[src/rtl/pc_gen_pkg.sv]
// Shared types and default vectors for the program-counter generator.
package pc_gen_pkg;

   typedef enum logic [1:0] {
      ST_HOLD = 2'd0,
      ST_RUN  = 2'd1,
      ST_HALT = 2'd2
   } pc_state_e;

   typedef enum logic [2:0] {
      SEL_SEQ  = 3'd0,
      SEL_BR   = 3'd1,
      SEL_RAS  = 3'd2,
      SEL_JMP  = 3'd3,
      SEL_TRAP = 3'd4
   } pc_sel_e;

   localparam logic [31:0] DEF_RESET_VEC = 32'h0000_0000;
   localparam logic [31:0] DEF_TRAP_VEC  = 32'h0000_0100;

   // Only these sources carry a target that can be misaligned.
   function automatic logic sel_checks_align(input pc_sel_e s);
      return (s == SEL_JMP) || (s == SEL_RAS) || (s == SEL_BR);
   endfunction

endpackage

[src/rtl/pc_ras.sv]
// Circular return-address stack; a push on a full stack overwrites the oldest entry.
module pc_ras
   import pc_gen_pkg::*;
#(
   parameter int XLEN  = 32,
   parameter int DEPTH = 4
) (
   input  logic            clk,
   input  logic            rst_n,
   input  logic            push_i,
   input  logic            pop_i,
   input  logic [XLEN-1:0] data_i,
   output logic [XLEN-1:0] top_o,
   output logic            empty_o,
   output logic            full_o
);

   localparam int PW = (DEPTH > 1) ? $clog2(DEPTH) : 1;
   localparam int CW = $clog2(DEPTH + 1);

   logic [XLEN-1:0] mem_q [DEPTH];
   logic [PW-1:0]   ptr_q, ptr_d;
   logic [PW-1:0]   top_idx, nxt_idx, wr_idx;
   logic [CW-1:0]   cnt_q, cnt_d;
   logic            we;
   logic            do_pop;

   assign top_idx = (ptr_q == '0) ? PW'(DEPTH - 1) : ptr_q - 1'b1;
   assign nxt_idx = (ptr_q == PW'(DEPTH - 1)) ? '0 : ptr_q + 1'b1;
   assign empty_o = (cnt_q == '0);
   assign full_o  = (cnt_q == CW'(DEPTH));
   assign top_o   = mem_q[top_idx];
   assign do_pop  = pop_i & ~empty_o;

   always_comb begin
      ptr_d  = ptr_q;
      cnt_d  = cnt_q;
      wr_idx = ptr_q;
      we     = 1'b0;
      if (push_i && do_pop) begin
         // Return and call together: the old top is consumed and replaced.
         wr_idx = top_idx;
         we     = 1'b1;
      end else if (push_i) begin
         we    = 1'b1;
         ptr_d = nxt_idx;
         if (!full_o) cnt_d = cnt_q + 1'b1;
      end else if (do_pop) begin
         ptr_d = top_idx;
         cnt_d = cnt_q - 1'b1;
      end
   end

   always_ff @(posedge clk or negedge rst_n) begin
      if (!rst_n) begin
         ptr_q <= '0;
         cnt_q <= '0;
         for (int i = 0; i < DEPTH; i++) mem_q[i] <= '0;
      end else begin
         ptr_q <= ptr_d;
         cnt_q <= cnt_d;
         if (we) mem_q[wr_idx] <= data_i;
      end
   end

endmodule

[src/rtl/pc_gen.sv]
// Program-counter generator: prioritised next-PC select, stall/halt, fetch handshake.
// Define PC_GEN_RAS_EN to add the return-address stack.
module pc_gen
   import pc_gen_pkg::*;
#(
   parameter int              XLEN        = 32,
   parameter logic [XLEN-1:0] RESET_VEC   = XLEN'(DEF_RESET_VEC),
   parameter logic [XLEN-1:0] TRAP_VEC    = XLEN'(DEF_TRAP_VEC),
   parameter int              INSTR_BYTES = 4,
   parameter int              RAS_DEPTH   = 4
) (
   input  logic            clk,
   input  logic            rst_n,
   input  logic            br_taken,
   input  logic [XLEN-1:0] br_target,
   input  logic            jmp_sel,
   input  logic [XLEN-1:0] alu_target,
   input  logic            trap,
   input  logic            halt,
   input  logic            resume,
   input  logic            ras_push,
   input  logic            ras_pop,
   output logic [XLEN-1:0] pc,
   output logic            pc_valid,
   input  logic            pc_ready,
   output logic            misalign
);

   localparam logic [XLEN-1:0] AMASK = XLEN'(INSTR_BYTES - 1);
   localparam logic [XLEN-1:0] INC   = XLEN'(INSTR_BYTES);

   pc_state_e       state_q, state_d;
   pc_sel_e         sel;
   logic [XLEN-1:0] pc_q, pc_d;
   logic            misalign_q, misalign_d;
   logic [XLEN-1:0] seq_pc, tgt;
   logic            fire, bad_tgt;
   logic [XLEN-1:0] ras_top;
   logic            ras_empty, ras_full, ras_hit;
   logic            unused_ras;

   assign fire    = pc_valid & pc_ready;
   assign seq_pc  = pc_q + INC;
   assign ras_hit = ras_pop & ~ras_empty;

`ifdef PC_GEN_RAS_EN
   pc_ras #(
      .XLEN  (XLEN),
      .DEPTH (RAS_DEPTH)
   ) u_ras (
      .clk     (clk),
      .rst_n   (rst_n),
      .push_i  (fire & ras_push),
      .pop_i   (fire & (sel == SEL_RAS)),
      .data_i  (seq_pc),
      .top_o   (ras_top),
      .empty_o (ras_empty),
      .full_o  (ras_full)
   );
   assign unused_ras = ras_full;
`else
   assign ras_top    = '0;
   assign ras_empty  = 1'b1;
   assign ras_full   = 1'b0;
   assign unused_ras = ras_full ^ ras_push;
`endif

   always_comb begin
      if (trap)          sel = SEL_TRAP;
      else if (jmp_sel)  sel = SEL_JMP;
      else if (ras_hit)  sel = SEL_RAS;
      else if (br_taken) sel = SEL_BR;
      else               sel = SEL_SEQ;
   end

   always_comb begin
      tgt = seq_pc;
      unique case (sel)
         SEL_TRAP: tgt = TRAP_VEC;
         SEL_JMP:  tgt = alu_target;
         SEL_RAS:  tgt = ras_top;
         SEL_BR:   tgt = br_target;
         default:  tgt = seq_pc;
      endcase
   end

   assign bad_tgt = sel_checks_align(sel) && ((tgt & AMASK) != '0);

   always_comb begin
      pc_d       = pc_q;
      misalign_d = 1'b0;
      if (fire) begin
         pc_d       = bad_tgt ? TRAP_VEC : tgt;
         misalign_d = bad_tgt;
      end
   end

   always_ff @(posedge clk or negedge rst_n) begin
      if (!rst_n) begin
         state_q <= ST_HOLD;
      end else begin
         state_q <= state_d;
      end
   end

   always_comb begin
      state_d = state_q;
      unique case (state_q)
         ST_HOLD: state_d = ST_RUN;
         ST_RUN:  if (halt) state_d = ST_HALT;
         ST_HALT: if (resume && !halt) state_d = ST_RUN;
         default: state_d = ST_HOLD;
      endcase
   end

   always_comb begin
      pc_valid = (state_q == ST_RUN);
      pc       = pc_q;
      misalign = misalign_q;
   end

   always_ff @(posedge clk or negedge rst_n) begin
      if (!rst_n) begin
         pc_q       <= RESET_VEC;
         misalign_q <= 1'b0;
      end else begin
         pc_q       <= pc_d;
         misalign_q <= misalign_d;
      end
   end

endmodule

[config.mk]
export PLATFORM = sky130hd
export DESIGN_NAME = pc_gen
export DESIGN_NICKNAME = d
export VERILOG_FILES = /design/src/rtl/pc_gen_pkg.sv /design/src/rtl/pc_ras.sv /design/src/rtl/pc_gen.sv
export SDC_FILE = /design/constraint.sdc
export NUM_CORES = 1
export LEC_CHECK = 0
export ABC_AREA = 1
export BUFFER_PORTS_ARGS = -buffer_cell sky130_fd_sc_hd__buf_2
export CORE_UTILIZATION = 40
export CTS_BUF_LIST = sky130_fd_sc_hd__clkbuf_4 sky130_fd_sc_hd__clkbuf_8
export DETAILED_ROUTE_END_ITERATION = 6
export GPL_ROUTABILITY_DRIVEN = 0
export MAX_ROUTING_LAYER = met4
export PLACE_DENSITY = 0.67
export SYNTH_ARGS = -nofsm -noshare
export SYNTH_HDL_FRONTEND = slang
export SYNTH_SLANG_ARGS = --single-unit
[constraint.sdc]
create_clock -name clk -period 2 [get_ports clk]
set_clock_uncertainty 0.05 [all_clocks]
set_input_delay 0.4 -clock clk [delete_from_list [all_inputs] [get_ports clk]]
set_output_delay 0.4 -clock clk [all_outputs]
set_load 0.05 [all_outputs]
==> impl_metrics.env, run 1 <==
export IMPL_status="complete, no violations"
export IMPL_critPathKind="reg -> reg"
export IMPL_synth_avg_cell_area_um2=6.22
export IMPL_yosys_area_top_type="dfrtp_1"
export IMPL_finalMaxSlewViolations=0
export IMPL_drc=0
export IMPL_crit_chain="ha_1, nand2_1, nor2_2, nand2_2, nor2_4, nand2_1, o21ai_1, nand3_1, nand2_1, nand2_1"
export IMPL_worstMarginPinSlew_ps=468
export IMPL_drt_pass1_iterations=4
export IMPL_syn_nets=545
export IMPL_yosysMostFrequentCell="nand2_1"
export IMPL_coreArea_mm2=0.00694
export IMPL_wire_per_inst_um=12.8
export IMPL_critPathArrivalTime_ps=1900
export IMPL_postSynth_asyncResetShare=1.00
export IMPL_period_minus_slack_ps=1750
export IMPL_synth_edf_count=0
export IMPL_min_path_type="in -> async"
export IMPL_ioPinCount=108
export IMPL_clk_pin_slew_ps=70
export IMPL_relSlewSlack=0.688
export IMPL_synth_seq_cells=35
export IMPL_slowest_delay_ps=410
export IMPL_syn_inst=470
export IMPL_syn2layout_area_growth_pct=26.1
export IMPL_required_ps=2140
export IMPL_cts_setup_buffers=0
export IMPL_drtIter0Drc=196
export IMPL_rsz0062_at_grt="no"
export IMPL_grt_pass1_wl_mm=14.3
export IMPL_max_cap_violations=0
export IMPL_met3_length_um=432
export IMPL_nets=655
export IMPL_cts_max_level=2
export IMPL_crit_path_end_kind="flop"
export IMPL_finalSetupViolations=0
export IMPL_via_per_inst=4.94
export IMPL_hold_viol=0
export IMPL_syn_area_mm2=0.00292
export IMPL_grt_max_degree=36
export IMPL_antenna_found_initial=0
export IMPL_initial_core_util=0.421
export IMPL_worst_setup_path_start_kind="flop"
export IMPL_setup_tns_ps=0
export IMPL_fillers=712
export IMPL_clock_latency_ps=290
export IMPL_wl_met1_mm=4.01
export IMPL_clockBufferDepth=2
export IMPL_clock_root_buffer="clkbuf_8"
export IMPL_diodes=0
export IMPL_power_density_mw_per_mm2=1260
export IMPL_drive_gt1_frac=0.285
export IMPL_grt_pass1_vias=3076
export IMPL_seq_area_frac_synth=0.300
export IMPL_fmax_ghz=0.570
export IMPL_cts_inserted_buffers=5
export IMPL_slowest_stage="dfrtp_1"
export IMPL_cts_sinks=35
export IMPL_synthTopCellsByArea="dfrtp_1 (30%), nand2_1 (25%), o21ai_0 (7.4%)"
export IMPL_portBuffers=105
export IMPL_p_leak_nw=1.86
export IMPL_floorplan_die_area_mm2=0.00765
export IMPL_wirelength_mm=8.67
export IMPL_routed_wl_met2_mm=4.14
export IMPL_yosysTopAreaCellShare=0.300
export IMPL_top_layer_used="met4"
export IMPL_synth_cell_type_count=32
export IMPL_period_share=0.877
export IMPL_yosysWarningCount=0
export IMPL_die_h_um=87.5
export IMPL_ir_worst_vdd_v=0.000442
export IMPL_cpMostUsedCell="nand2_1"
export IMPL_vias=3337
export IMPL_cp_max_fo=6
export IMPL_fin_util=0.531
export IMPL_die_w_um=87.5
export IMPL_dp_hpwl_mm=6.55
export IMPL_gr_total_overflow=0
export IMPL_row_count=30
export IMPL_synthFlopType="dfrtp_1"
export IMPL_ant_nets=0
export IMPL_grt_total_usage=0.251
export IMPL_cts_tree="done"
export IMPL_synth_top_cells_by_count="nand2_1 (197), nor2_1 (45), o21ai_0 (43)"
-- sequential cells by signal, summed over array words and instances, names as in the netlist --
name	count
pc	32
state_q	2
misalign	1
-- repair_timing --
action	CTS	global route
gates resized for setup	0	2
hold buffers	0	0
endpoints found under the setup margin	0	2
-- path summary, 6_finish.rpt --
kind,to,from,slack (ps),cells past startpoint
max in group asynchronous,pc[21],rst_n,1490,2
worst min register to register,state_q[0],state_q[0],430,1
worst min-delay path,pc[1],rst_n,90,2
worst max-delay path,pc[24],pc[3],250,10
min in group clk,state_q[0],halt,260,2
worst max register to register,pc[24],pc[3],250,10
-- per-layer routing --
layer / track usage / up-vias
met5: - / -
met4: 0.0671 / 0
met3: 0.0322 / 7
met2: 0.429 / 94
met1: 0.311 / 1513
li1: - / 1723
-- power by group --
group	internal [mW]	leakage [nW]	switching [mW]
Sequential	1.02	0.459	0.454
Clock	0.246	0.0406	0.267
Combinational	0.718	1.36	1.93
-- per-stage QoR --
step | cell area (µm²) | power (mW) | setup WS, ps | hold slack [ps] | std cells
after detailed placement | 3600 | 4.14 | 136 | 418 | 669
after global placement | 3600 | 4.08 | 186 | 397 | 669
after floorplan | 2920 | 3.38 | 41.1 | 54.4 | 470
after CTS | 3680 | 4.65 | 201 | 107 | 675
after global routing | 3690 | 4.96 | 14.6 | 133 | 675
final | 3690 | 4.64 | 245 | 88.2 | 675
-- cells in the final DEF (no fill, tap or decap), types with 4 or more instances in the layout --
cell type    n
nor2_2       6
inv_2        4
nand2_1    197
nor2_1      44
clkbuf_8     5
a21oi_1      6
dfrtp_1     35
o21ai_2      6
buf_4       12
nand3b_1     6
o21ai_0     43
nand3_2     10
inv_1       36
buf_2      105
nand3_1     30
o22ai_2      5
-- worst max-delay path: cells and delay by family, from the launching register on --
family,cells,cell delay [ps]
simple gates,8,880
flops,1,410
fa+ha+maj,1,190
compound gates,1,120
-- cell type report --
cell class | instances | area, µm² | area share
Tap cell | 96 | 120 | 0.0326
Inverter | 41 | 155 | 0.0421
Sequential cell | 35 | 876 | 0.238
Clock buffer | 6 | 76.3 | 0.0207
Multi-Input combinational cell | 379 | 1820 | 0.495
Timing Repair Buffer | 118 | 636 | 0.172
-- cell families after synthesis --
| group | Yosys count | synth area share |
|---|---|---|
| buf+inv | 56 | 0.0792 |
| xor+xnor | 2 | 0.00599 |
| compound gates | 73 | 0.161 |
| simple gates | 303 | 0.450 |
| fa+ha+maj | 1 | 0.00428 |
| flops | 35 | 0.300 |
Note: power is estimated with default switching activity, not from simulation.
==> run 2: changes to the inputs <==
CORE_ASPECT_RATIO = 0.9   (was default)
==> run 2 against run 1 <==
  * Global-route usage decreased by 0.64 points
  * First-iteration DRC count decreased by 1.5%
  * Sequential share of layout area increased by 0.12 points
  * Total power decreased by 0.94%
  * Core utilization decreased by 1.3 points
  * Via count increased by 0.39%
  * Count of clock-buffer cells in the layout unchanged
  * Die area about the same
  * Critical path type unchanged
==> impl_metrics.env, run 2 (synthesized netlist as in run 1, its figures left out) <==
export IMPL_crit_path_end_kind="flop"
export IMPL_antenna_found_initial=0
export IMPL_cpMostUsedCell="nand2_1"
export IMPL_ir_worst_vdd_v=0.000562
export IMPL_rsz0062_at_grt="no"
export IMPL_drc=0
export IMPL_grt_max_degree=36
export IMPL_min_path_type="in -> async"
export IMPL_critPathArrivalTime_ps=1920
export IMPL_mostFrequentLayoutCell="nand2_1"
export IMPL_total_power_mw=4.60
export IMPL_grt_pass1_wl_mm=14.6
export IMPL_drive_gt1_frac=0.282
export IMPL_crit_buf_inv=0
export IMPL_fillers=741
export IMPL_die_w_um=92.1
export IMPL_initial_core_util=0.413
export IMPL_worstMarginPinSlew_ps=470
export IMPL_drtIter0Drc=193
export IMPL_hold_viol=0
export IMPL_vias=3350
export IMPL_cp_max_fo=6
export IMPL_period_share=0.892
export IMPL_critPathKind="reg -> reg"
export IMPL_diodes=0
export IMPL_wirelength_mm=8.68
export IMPL_p_leak_nw=1.85
export IMPL_cts_max_level=2
export IMPL_timing_rr_end="pc[24]"
export IMPL_grt_total_usage=0.244
export IMPL_worst_setup_path_start_kind="flop"
export IMPL_clock_root_buffer="clkbuf_8"
export IMPL_portBuffers=105
export IMPL_clockBufferDepth=2
export IMPL_post_cts_resized=0
export IMPL_die_h_um=83.1
export IMPL_required_ps=2140
export IMPL_via_per_inst=4.99
export IMPL_max_cap_violations=0
export IMPL_cts_setup_buffers=0
export IMPL_power_density_mw_per_mm2=1250
export IMPL_largest_register_ffs=32
export IMPL_cp_top_family="simple AND/OR/NAND/NOR gates"
export IMPL_nets=654
export IMPL_reg2reg_depth=10
export IMPL_row_count=29
export IMPL_syn2layout_area_growth_pct=25.5
export IMPL_period_minus_slack_ps=1780
export IMPL_fin_ws_ps=217
export IMPL_floorplan_die_area_mm2=0.00765
export IMPL_cts_tree="done"
export IMPL_hold_buffers=0
export IMPL_design_area_mm2=0.00367
export IMPL_drt_pass1_iterations=4
export IMPL_slowest_stage="dfrtp_1"
export IMPL_rrSetupSlack_ps=220
export IMPL_clock_latency_ps=290
export IMPL_placed_area_mm2=0.00359
export IMPL_crit_chain="ha_1, nand2_1, nor2_2, nand2_2, nor2_2, nand2_1, o21ai_1, nand3_1, nand2_1, nand2_1"
export IMPL_dp_hpwl_mm=6.71
export IMPL_finalSetupViolations=0
export IMPL_finalMaxSlewViolations=0
export IMPL_relSlewSlack=0.687
export IMPL_crit_start="pc[2]"
export IMPL_reg2reg_from="pc[2]"
export IMPL_ant_nets=0
export IMPL_fmax_ghz=0.561
export IMPL_status="complete, no violations"
export IMPL_wire_per_inst_um=12.9
export IMPL_layout_common_cells="nand2_1 (197), buf_2 (105), nor2_1 (45)"
export IMPL_cts_sinks=35
export IMPL_clk_pin_slew_ps=70
export IMPL_ioPinCount=108
export IMPL_fin_util=0.518
export IMPL_coreArea_mm2=0.00708
export IMPL_grt_pass1_vias=3147
export IMPL_setup_tns_ps=0
export IMPL_pre_cts_slack_ps=141
export IMPL_gr_total_overflow=0
export IMPL_cts_inserted_buffers=5
export IMPL_slowest_delay_ps=420
[run 2: layer usage]
layer	GRT usage	vias up	share of wire
li1	-	1720	-
met1	0.320	1525	0.47
met2	0.387	93	0.46
met3	0.0330	12	0.049
met4	0.0881	0	0.016
met5	-	-	0
[run 2: where the power goes]
group	total, mW	internal, mW	switching (mW)
clock	0.495	0.246	0.249
combinational	2.62	0.698	1.92
sequential	1.48	1.02	0.462
[run 2: worst max-delay path by stage]
stage | slack [ps] | end | cells after the start
after floorplan | 40 | pc[24] | 10
after global placement | 210 | pc[29] | 10
after detailed placement | 140 | pc[29] | 10
after CTS | 220 | pc[24] | 10
after global routing | 30 | pc[24] | 10
final | 220 | pc[24] | 10
[run 2: through the flow]
| stage | cells | hold WS [ps] |
|---|---|---|
| final | 671 | 102 |
| after global routing | 671 | 137 |
| after CTS | 671 | 114 |
| after detailed placement | 665 | 414 |
| after global placement | 665 | 403 |
| after floorplan | 470 | 54.4 |
[run 2: worst reg2reg max path: cells and delay by family (launching register included)]
| family | cells | cell delay (ps) |
|---|---|---|
| compound gates | 1 | 120 |
| fa+ha+maj | 1 | 190 |
| flops | 1 | 420 |
| simple gates | 8 | 910 |
[run 2: area by class of cell]
type                       instances  area [µm²]  area share
multi-input combinational        379        1820       0.495
sequential                        35         876       0.239
timing repair buffer             117         628       0.171
inverter                          41         155      0.0423
tap                               93         116      0.0317
clock buffer                       6        76.3      0.0208
==> run 3: changes to the inputs <==
CTS_BUF_LIST = default   (was sky130_fd_sc_hd__clkbuf_4 sky130_fd_sc_hd__clkbuf_8)
==> run 3 against run 2 <==
  * Die area unchanged
  * Total power decreased by 0.17%
  * Global-route usage about the same
  * Combinational power about the same
  * First-iteration DRC count decreased by 12%
  * Largest power group unchanged
  * Highest routed layer unchanged
  * Core utilization decreased by 0.053 points
  * Count of clock-buffer cells in the layout unchanged
  * Via count decreased by 0.27%
  * Sequential share of layout area about the same
  * Sequential power about the same
  * Non-clock buffer count unchanged
  * Wire length increased by 0.24%
==> impl_metrics.env, run 3 (synthesized netlist as in run 1, its figures left out) <==
export IMPL_clk_pin_slew_ps=70
export IMPL_layout_common_cells="nand2_1 (197), buf_2 (105), nor2_1 (45)"
export IMPL_syn2layout_area_growth_pct=25.3
export IMPL_ant_nets=0
export IMPL_dp_hpwl_mm=6.71
export IMPL_clock_root_buffer="clkbuf_8"
export IMPL_drc=0
export IMPL_status="complete, no violations"
export IMPL_largest_register_ffs=32
export IMPL_wirelength_mm=8.70
export IMPL_row_count=29
export IMPL_floorplan_die_area_mm2=0.00765
export IMPL_max_cap_violations=0
export IMPL_finalMaxSlewViolations=0
export IMPL_ioPinCount=108
export IMPL_top_layer_used="met4"
export IMPL_timing_rr_end="pc[24]"
export IMPL_hold_viol=0
export IMPL_drtIter0Drc=170
export IMPL_die_h_um=83.1
export IMPL_required_ps=2140
export IMPL_grt_pass1_vias=3143
export IMPL_gr_total_overflow=0
export IMPL_grt_pass1_wl_mm=14.6
export IMPL_cts_inserted_buffers=5
export IMPL_mostFrequentLayoutCell="nand2_1"
export IMPL_fin_util=0.518
export IMPL_cts_max_level=2
export IMPL_period_minus_slack_ps=1780
export IMPL_drive_gt1_frac=0.280
export IMPL_cts_setup_buffers=0
export IMPL_relSlewSlack=0.686
export IMPL_die_w_um=92.1
export IMPL_via_per_inst=4.98
export IMPL_routed_wl_met2_mm=3.99
export IMPL_fmax_ghz=0.563
export IMPL_grt_total_usage=0.244
export IMPL_initial_core_util=0.413
export IMPL_antenna_found_initial=0
export IMPL_hold_ws_ps=98.9
export IMPL_hold_buffers=0
export IMPL_drt_pass1_iterations=4
export IMPL_critPathArrivalTime_ps=1920
export IMPL_total_power_mw=4.59
export IMPL_cts_tree="done"
export IMPL_met3_length_um=415
export IMPL_wl_met1_mm=4.16
export IMPL_clockBufferDepth=2
export IMPL_vias=3341
export IMPL_fin_ws_ps=224
export IMPL_rrSetupSlack_ps=220
export IMPL_min_path_type="in -> async"
export IMPL_finalSetupViolations=0
export IMPL_portBuffers=105
export IMPL_period_share=0.888
export IMPL_pre_cts_slack_ps=141
export IMPL_ir_worst_vdd_v=0.000555
export IMPL_worst_setup_path_start_kind="flop"
export IMPL_cp_max_fo=6
export IMPL_rsz0062_at_grt="no"
export IMPL_coreArea_mm2=0.00708
export IMPL_setup_tns_ps=0
export IMPL_clock_latency_ps=290
export IMPL_worstMarginPinSlew_ps=471
export IMPL_crit_path_end_kind="flop"
export IMPL_grt_max_degree=36
export IMPL_post_cts_resized=0
export IMPL_seq_area_um2=876
export IMPL_wire_per_inst_um=13.0
export IMPL_critPathKind="reg -> reg"
export IMPL_multi_input_comb_area_mm2=0.00182
export IMPL_diodes=0
export IMPL_p_leak_nw=1.85
export IMPL_power_density_mw_per_mm2=1250
export IMPL_reg2reg_depth=10
export IMPL_reg2reg_from="pc[2]"
export IMPL_cts_sinks=35
export IMPL_nets=654
export IMPL_fillers=743
run 3: cell types whose count changed in the layout (fill, tap and decap cells not counted):
cell      before  now
clkbuf_4       1    0
clkbuf_1       0    1
run 3: metal layers:
| layer | track usage | vias to the layer above |
|---|---|---|
| met3 | 0.0339 | 8 |
| met1 | 0.319 | 1521 |
| met5 | - | - |
| met2 | 0.386 | 91 |
| li1 | - | 1721 |
| met4 | 0.0881 | 0 |
run 3: worst max path at each step:
| stage | start | to | slack (ps) | cells past startpoint |
|---|---|---|---|---|
| 2_1_floorplan | pc[3] | pc[24] | 40 | 10 |
| 3_3_place_gp | br_taken | pc[29] | 210 | 10 |
| 3_5_place_dp | br_taken | pc[29] | 140 | 10 |
| 4_1_cts | pc[2] | pc[24] | 220 | 10 |
| 5_1_grt | pc[2] | pc[24] | 40 | 10 |
| 6_report | pc[2] | pc[24] | 220 | 10 |
run 3: final cells by class:
cell class / instances / area share
tap: 93 / 0.0318
multi-input combinational: 379 / 0.496
timing repair buffer: 117 / 0.171
sequential: 35 / 0.239
inverter: 41 / 0.0423
clock buffer: 6 / 0.0198
run 3: per-stage QoR:
step | instances | cell area (µm²)
detailed placement | 665 | 3590
global route | 671 | 3660
CTS | 671 | 3660
floorplan | 470 | 2920
global placement | 665 | 3590
finish | 671 | 3660
run 3: report_power, final:
part | switching [mW] | leakage, nW | internal [mW]
clock | 0.253 | 0.0371 | 0.232
combinational | 1.92 | 1.35 | 0.698
sequential | 0.464 | 0.459 | 1.02
run 3: worst max-delay path: stages (launching register included):
cell	delay, ps
dfrtp_1	410
ha_1	190
nand2_1	110
nor2_2	170
nand2_2	140
nor2_2	180
nand2_1	110
o21ai_1	130
nand3_1	70
nand2_1	70
nand2_1	40
